File: src/rtl/uart_rx_fifo_if.sv
// Handshake bundle between the UART receiver / CPU flag-register decode and the receive FIFO.
// The master drives the strobes and the FIFO (slave) returns head data and status.
interface uart_rx_fifo_if #(
    parameter int DEPTH_LOG2 = 4
);
    logic                  rx_valid;
    logic [7:0]            rx_data;
    logic                  pop;
    logic                  flush;
    logic                  ovf_clr;
    logic [7:0]            dout;
    logic                  empty;
    logic                  full;
    logic [DEPTH_LOG2:0]   count;
    logic                  overflow;

    modport master (
        output rx_valid, rx_data, pop, flush, ovf_clr,
        input  dout, empty, full, count, overflow
    );

    modport slave (
        input  rx_valid, rx_data, pop, flush, ovf_clr,
        output dout, empty, full, count, overflow
    );
endinterface

File: src/rtl/uart_rx_fifo.sv
// Receive-side FWFT byte FIFO: absorbs UART bursts so a slow-polling CPU sees bytes in order,
// with a sticky overflow flag for bytes lost while full.
module uart_rx_fifo #(
    parameter int DEPTH_LOG2 = 4
) (
    input  logic          clk_sys,
    input  logic          reset_n,
    uart_rx_fifo_if.slave bus
);
    localparam int DEPTH = 1 << DEPTH_LOG2;
    localparam logic [DEPTH_LOG2:0]   CNT_FULL = (DEPTH_LOG2 + 1)'(DEPTH);
    localparam logic [DEPTH_LOG2:0]   CNT_ONE  = (DEPTH_LOG2 + 1)'(1);
    localparam logic [DEPTH_LOG2-1:0] PTR_ONE  = DEPTH_LOG2'(1);

    logic [7:0]            mem [DEPTH];
    logic [DEPTH_LOG2-1:0] wr_ptr;
    logic [DEPTH_LOG2-1:0] rd_ptr;
    logic [DEPTH_LOG2:0]   count_q;
    logic                  overflow_q;

    logic do_pop;
    logic do_push;
    logic drop;

    // A pop frees a slot in the same cycle, so a full FIFO can still accept a push alongside it.
    always_comb begin
        do_pop  = bus.pop & (count_q != '0);
        do_push = bus.rx_valid & ((count_q != CNT_FULL) | do_pop);
        drop    = bus.rx_valid & ~do_push;
    end

    always_ff @(posedge clk_sys or negedge reset_n) begin
        if (!reset_n) begin
            wr_ptr     <= '0;
            rd_ptr     <= '0;
            count_q    <= '0;
            overflow_q <= 1'b0;
        end else if (bus.flush) begin
            wr_ptr     <= '0;
            rd_ptr     <= '0;
            count_q    <= '0;
            overflow_q <= 1'b0;
        end else begin
            if (do_push) wr_ptr <= wr_ptr + PTR_ONE;
            if (do_pop)  rd_ptr <= rd_ptr + PTR_ONE;
            if (do_push && !do_pop)
                count_q <= count_q + CNT_ONE;
            else if (do_pop && !do_push)
                count_q <= count_q - CNT_ONE;
            // A drop in the same cycle as a clear keeps the flag set.
            if (drop)
                overflow_q <= 1'b1;
            else if (bus.ovf_clr)
                overflow_q <= 1'b0;
        end
    end

    // Storage is deliberately left out of reset; stale entries are masked by count.
    always_ff @(posedge clk_sys) begin
        if (do_push && !bus.flush)
            mem[wr_ptr] <= bus.rx_data;
    end

    always_comb begin
        bus.dout     = (count_q != '0) ? mem[rd_ptr] : 8'h00;
        bus.empty    = (count_q == '0);
        bus.full     = (count_q == CNT_FULL);
        bus.count    = count_q;
        bus.overflow = overflow_q;
    end
endmodule

File: src/flat_wrapper.sv
// flat-port wrapper written by rule: the top's interface ports become plain ports
module uart_rx_fifo_flat 
#(
    parameter int DEPTH_LOG2 = 4
)
  (clk_sys, reset_n, bus_rx_valid, bus_rx_data, bus_pop, bus_flush, bus_ovf_clr, bus_dout, bus_empty, bus_full, bus_count, bus_overflow);
  uart_rx_fifo_if #(.DEPTH_LOG2(DEPTH_LOG2)) bus_i ();
  input  logic clk_sys;
  input  logic reset_n;
  input wire logic [$bits(bus_i.rx_valid)-1:0] bus_rx_valid;
  input wire logic [$bits(bus_i.rx_data)-1:0] bus_rx_data;
  input wire logic [$bits(bus_i.pop)-1:0] bus_pop;
  input wire logic [$bits(bus_i.flush)-1:0] bus_flush;
  input wire logic [$bits(bus_i.ovf_clr)-1:0] bus_ovf_clr;
  output wire logic [$bits(bus_i.dout)-1:0] bus_dout;
  output wire logic [$bits(bus_i.empty)-1:0] bus_empty;
  output wire logic [$bits(bus_i.full)-1:0] bus_full;
  output wire logic [$bits(bus_i.count)-1:0] bus_count;
  output wire logic [$bits(bus_i.overflow)-1:0] bus_overflow;
  assign bus_i.rx_valid = bus_rx_valid;
  assign bus_i.rx_data = bus_rx_data;
  assign bus_i.pop = bus_pop;
  assign bus_i.flush = bus_flush;
  assign bus_i.ovf_clr = bus_ovf_clr;
  assign bus_dout = bus_i.dout;
  assign bus_empty = bus_i.empty;
  assign bus_full = bus_i.full;
  assign bus_count = bus_i.count;
  assign bus_overflow = bus_i.overflow;
  uart_rx_fifo #(.DEPTH_LOG2(DEPTH_LOG2)) u_core (.clk_sys(clk_sys), .reset_n(reset_n), .bus(bus_i));
endmodule
File: config.mk
export PLATFORM = sky130hd
export DESIGN_NAME = uart_rx_fifo_flat
export DESIGN_NICKNAME = d
export VERILOG_FILES = /design/src/rtl/uart_rx_fifo_if.sv /design/src/rtl/uart_rx_fifo.sv /design/src/flat_wrapper.sv
export SDC_FILE = /design/constraint.sdc
export NUM_CORES = 1
export LEC_CHECK = 0
export CAP_MARGIN = 5
export CORE_MARGIN = 3
export CORE_UTILIZATION = 60
export CTS_BUF_LIST = sky130_fd_sc_hd__clkbuf_16
export DETAILED_ROUTE_END_ITERATION = 6
export DONT_BUFFER_PORTS = 1
export GPL_ROUTABILITY_DRIVEN = 0
export PLACE_DENSITY = 0.79
export SLEW_MARGIN = 25
export SYNTH_ARGS = -nofsm -noshare
export SYNTH_HDL_FRONTEND = slang
export SYNTH_SLANG_ARGS = --single-unit
File: constraint.sdc
create_clock -name clk_sys -period 7.15 [get_ports clk_sys]
set_clock_uncertainty 0.15 [all_clocks]
set_input_delay 0.715 -clock clk_sys [delete_from_list [all_inputs] [get_ports clk_sys]]
set_output_delay 0.715 -clock clk_sys [all_outputs]
set_load 0.01 [all_outputs]
==> flow_summary_export.csv <==
group,metric,value,unit
status,outcome,"complete, no violations",
final_layout,layout.nets,358,
sta,slew_viol_final,0,
synth,yosys-top-cells-area,"sky130_fd_sc_hd__edfxtp_1 64%, sky130_fd_sc_hd__mux4_2 12%, sky130_fd_sc_hd__dfrtp_1 5.8%",
placement,io_buffers,0,
placement,place_hpwl,6826,um
final_layout,stdcell_count,476,
setup_path,start_kind,"flop",
setup_path,timing.critical_path.to_type,"primary output",
detailed_routing,route.vias.total,2969,
sta,grt_setup_unrepaired,"false",
sta,finalHoldViolations,0,
synth,synth.cell_area,5989,um2
final_layout,fin_util,0.7110,
floorplanning,io-pin-count,30,
clock_tree,cts-root-to-sink-buffers,2,
final_layout,syn_to_final_growth,12.28,%
pwr,powerDensity,361.1,nW/um2
run,max_cap_viols,0,
clock_tree,cts_num_sinks,142,
sta,finalHoldWorstSlack,212.8,ps
clock_tree,postCtsResizedCells,0,
setup_path,rr_endpoint,"u_core.bus.count[4]",
floorplanning,coreArea,9459,um2
synth,ys_dominant_reg_cell,"sky130_fd_sc_hd__edfxtp_1",
min_path,hp-start,"bus_flush",
setup_path,reg2reg_launch_point,"u_core.bus.count[1]",
clock_tree,clkLatencyLatePin,410,ps
clock_tree,cts_h_tree_lvls,4,
synth,synth_enable_flop_cells,128,
final_layout,fraction_of_layout_cells_with_a_size_suffix_above_1,0.2277,
pwr,maximum_vdd_drop,0.0002385,V
synth,synth.cells.most_frequent,"128 x sky130_fd_sc_hd__edfxtp_1, 32 x sky130_fd_sc_hd__mux4_2, 24 x sky130_fd_sc_hd__nor2_1",
setup_path,highest_fanout_seen_on_the_critical_path,25,
floorplanning,floorplan.die_area,11220,um2
detailed_routing,drt_pass1_iterations,5,
grt,grt_first_pass_wirelength,18400,um
grt,grt_start_max_net_pins,26,
synth,synth.lib_cells_used.distinct,46,
setup_path,critical_path.slowest_cell,"sky130_fd_sc_hd__mux4_2",
clock_tree,clock_tree.root_cell,"sky130_fd_sc_hd__clkbuf_16",
pwr,total_leakage_power,2.190,nW
synth,syn-mean-instance-area,18.26,um2
setup_path,critical_path_required,6280,ps
clock_tree,tritoncts.num_buffers,17,
synth,synth.largest_area_cell,"sky130_fd_sc_hd__edfxtp_1",
grt,grt.total_usage,0.2266,
clock_tree,post-cts-setup-buffers,0,
synth,synth.yosys.seq_area_share,0.7002,
synth,yosys_warnings,0,
setup_path,crit_arrival,2610,ps
clock_tree,cts.hold.buffers_added,1,
sta,finalSetupViolations,0,
sta,final.setup.worst_slack,3674,ps
clock_tree,cts_tree,"yes",
sta,worst_pin_slew,960.5,ps
placement,placed_cell_area,6071,um2
sta,maxClockFrequency,287.7,MHz
setup_path,worst_r2r_path_depth,7,
floorplanning,floorplan.initialDensity,0.6332,
detailed_routing,first_iter_violations,281,
setup_path,cp.buffers_inverters,1,
setup_path,path_class,"flop to primary output",
setup_path,critical_path_max_stage_delay,580,ps
min_path,hold_depth,1,
grt,initial_antenna_violation_count,0,
synth,postSynth.asyncResetShare,0.09859,
detailed_routing,postRouteWirelength,11690,um
synth,post-synth-top-area-fraction,0.6417,
detailed_routing,drt.antenna.violating_nets,0,
final_layout,antennaDiodeCount,0,
sta,period_minus_slack,3476,ps
grt,grt_pass1_vias,3184,
synth,yosys.cell_count.top_type,"sky130_fd_sc_hd__edfxtp_1",
pwr,finalPower,2.429,mW
placement,placed_cells_incl_taps,443,
min_path,whs_endpoint,"u_core.wr_ptr[2]",
clock_tree,clk_pin_slew,60,ps
detailed_routing,drc_errors_left,0,
sta,setup_tns,0,ps
synth,post_synthesis_cells,328,
min_path,min_path_type,"primary input to flop",
synth,number_of_synthesized_register_bits,142,
final_layout,postLayoutCellArea,6725,um2
floorplanning,die_height,105.9,um
detailed_routing,avg_wl_per_cell,24.56,um
detailed_routing,avgViaCountPerCell,6.237,
synth,synth_nets,352,
setup_path,crit_path_cell_trace,"buf_4 > mux4_2 > nor2b_1 > a211oi_1 > a211oi_1",
grt,overflow,0,
sta,final.period_utilization,0.4861,
placement,detailedPlace.worstSlack,4106,ps
sta,maxSlewHeadroom,0.3573,
setup_path,most_common_cell_on_crit_path,"sky130_fd_sc_hd__a211oi_1",
setup_path,r2r_slack,4190,ps
setup_path,worst_path_dominant_cell_family,"multiplexers",
floorplanning,placement_rows,35,
floorplanning,die_x,105.9,um
[state kept, by name, summed over array words and instances, names as in the netlist]
signal / count
u_core.mem: 128
u_core.bus.count: 5
u_core.rd_ptr: 4
u_core.wr_ptr: 4
u_core.bus.overflow: 1
[per-layer routing]
layer  share of wire  up-vias  global-route usage
met3           0.076        6             0.06497
met2            0.52      110              0.3698
met1            0.40     1524              0.2996
met5               0        -                   0
met4          0.0062        0             0.07216
li1                -     1329                   -
[layout make-up]
| class | count | area (um2) |
|---|---|---|
| repair buffers | 4 | 32.53 |
| flip-flops and latches | 142 | 4195 |
| clock inverters | 15 | 219.0 |
| well taps | 129 | 161.4 |
| multi-input cells | 165 | 1677 |
| clock buffers | 17 | 425.4 |
| fillers | 580 | 2734 |
| inverters | 4 | 15.01 |
[power by group]
group / internal [mW] / switching [mW]
clock network: 0.618 / 0.333
registers: 0.931 / 0.0578
logic: 0.236 / 0.252
total: 1.79 / 0.643
[cells in the final DEF, fill, tap and decap left out, types with 2 or more instances in the layout]
cell	count
sky130_fd_sc_hd__xor2_1	4
sky130_fd_sc_hd__buf_4	3
sky130_fd_sc_hd__mux4_2	32
sky130_fd_sc_hd__dfrtp_1	13
sky130_fd_sc_hd__a21o_1	2
sky130_fd_sc_hd__or3b_2	2
sky130_fd_sc_hd__clkbuf_16	17
sky130_fd_sc_hd__bufinv_16	5
sky130_fd_sc_hd__nand2_1	9
sky130_fd_sc_hd__o21ai_0	3
sky130_fd_sc_hd__nand3b_1	2
sky130_fd_sc_hd__inv_1	4
sky130_fd_sc_hd__nand4b_1	3
sky130_fd_sc_hd__nor2b_1	13
sky130_fd_sc_hd__nand2b_1	3
sky130_fd_sc_hd__a21oi_1	6
sky130_fd_sc_hd__or2_2	2
sky130_fd_sc_hd__and2_1	2
sky130_fd_sc_hd__a211oi_1	17
sky130_fd_sc_hd__ha_1	9
sky130_fd_sc_hd__clkinv_1	3
sky130_fd_sc_hd__clkinv_4	5
sky130_fd_sc_hd__nor2_1	24
sky130_fd_sc_hd__edfxtp_1	128
sky130_fd_sc_hd__mux2i_1	10
sky130_fd_sc_hd__o211ai_1	2
[cells by family after synthesis]
| group | synth area share |
|---|---|
| DFF | 0.7002 |
| and+or+nand+nor | 0.06476 |
| muxes | 0.1389 |
| AOI/OAI and AO/OA | 0.04679 |
| buffers and inverters | 0.01984 |
| adders and majority gates | 0.02214 |
| xor gates and xnor gates | 0.007311 |
[how the worst max path moves through the flow]
stage,from,end,slack [ps],cells past startpoint
2_1_floorplan,u_core.bus.count[1],u_core.bus.count[3],4540,7
3_3_place_gp,u_core.rd_ptr[0],bus_dout[3],4150,5
3_5_place_dp,u_core.rd_ptr[0],bus_dout[1],4110,5
4_1_cts,u_core.rd_ptr[0],bus_dout[4],3620,5
5_1_grt,u_core.rd_ptr[0],bus_dout[4],3460,5
6_report,u_core.rd_ptr[0],bus_dout[4],3670,5
No activity file was read; power rests on OpenSTA's default activity.
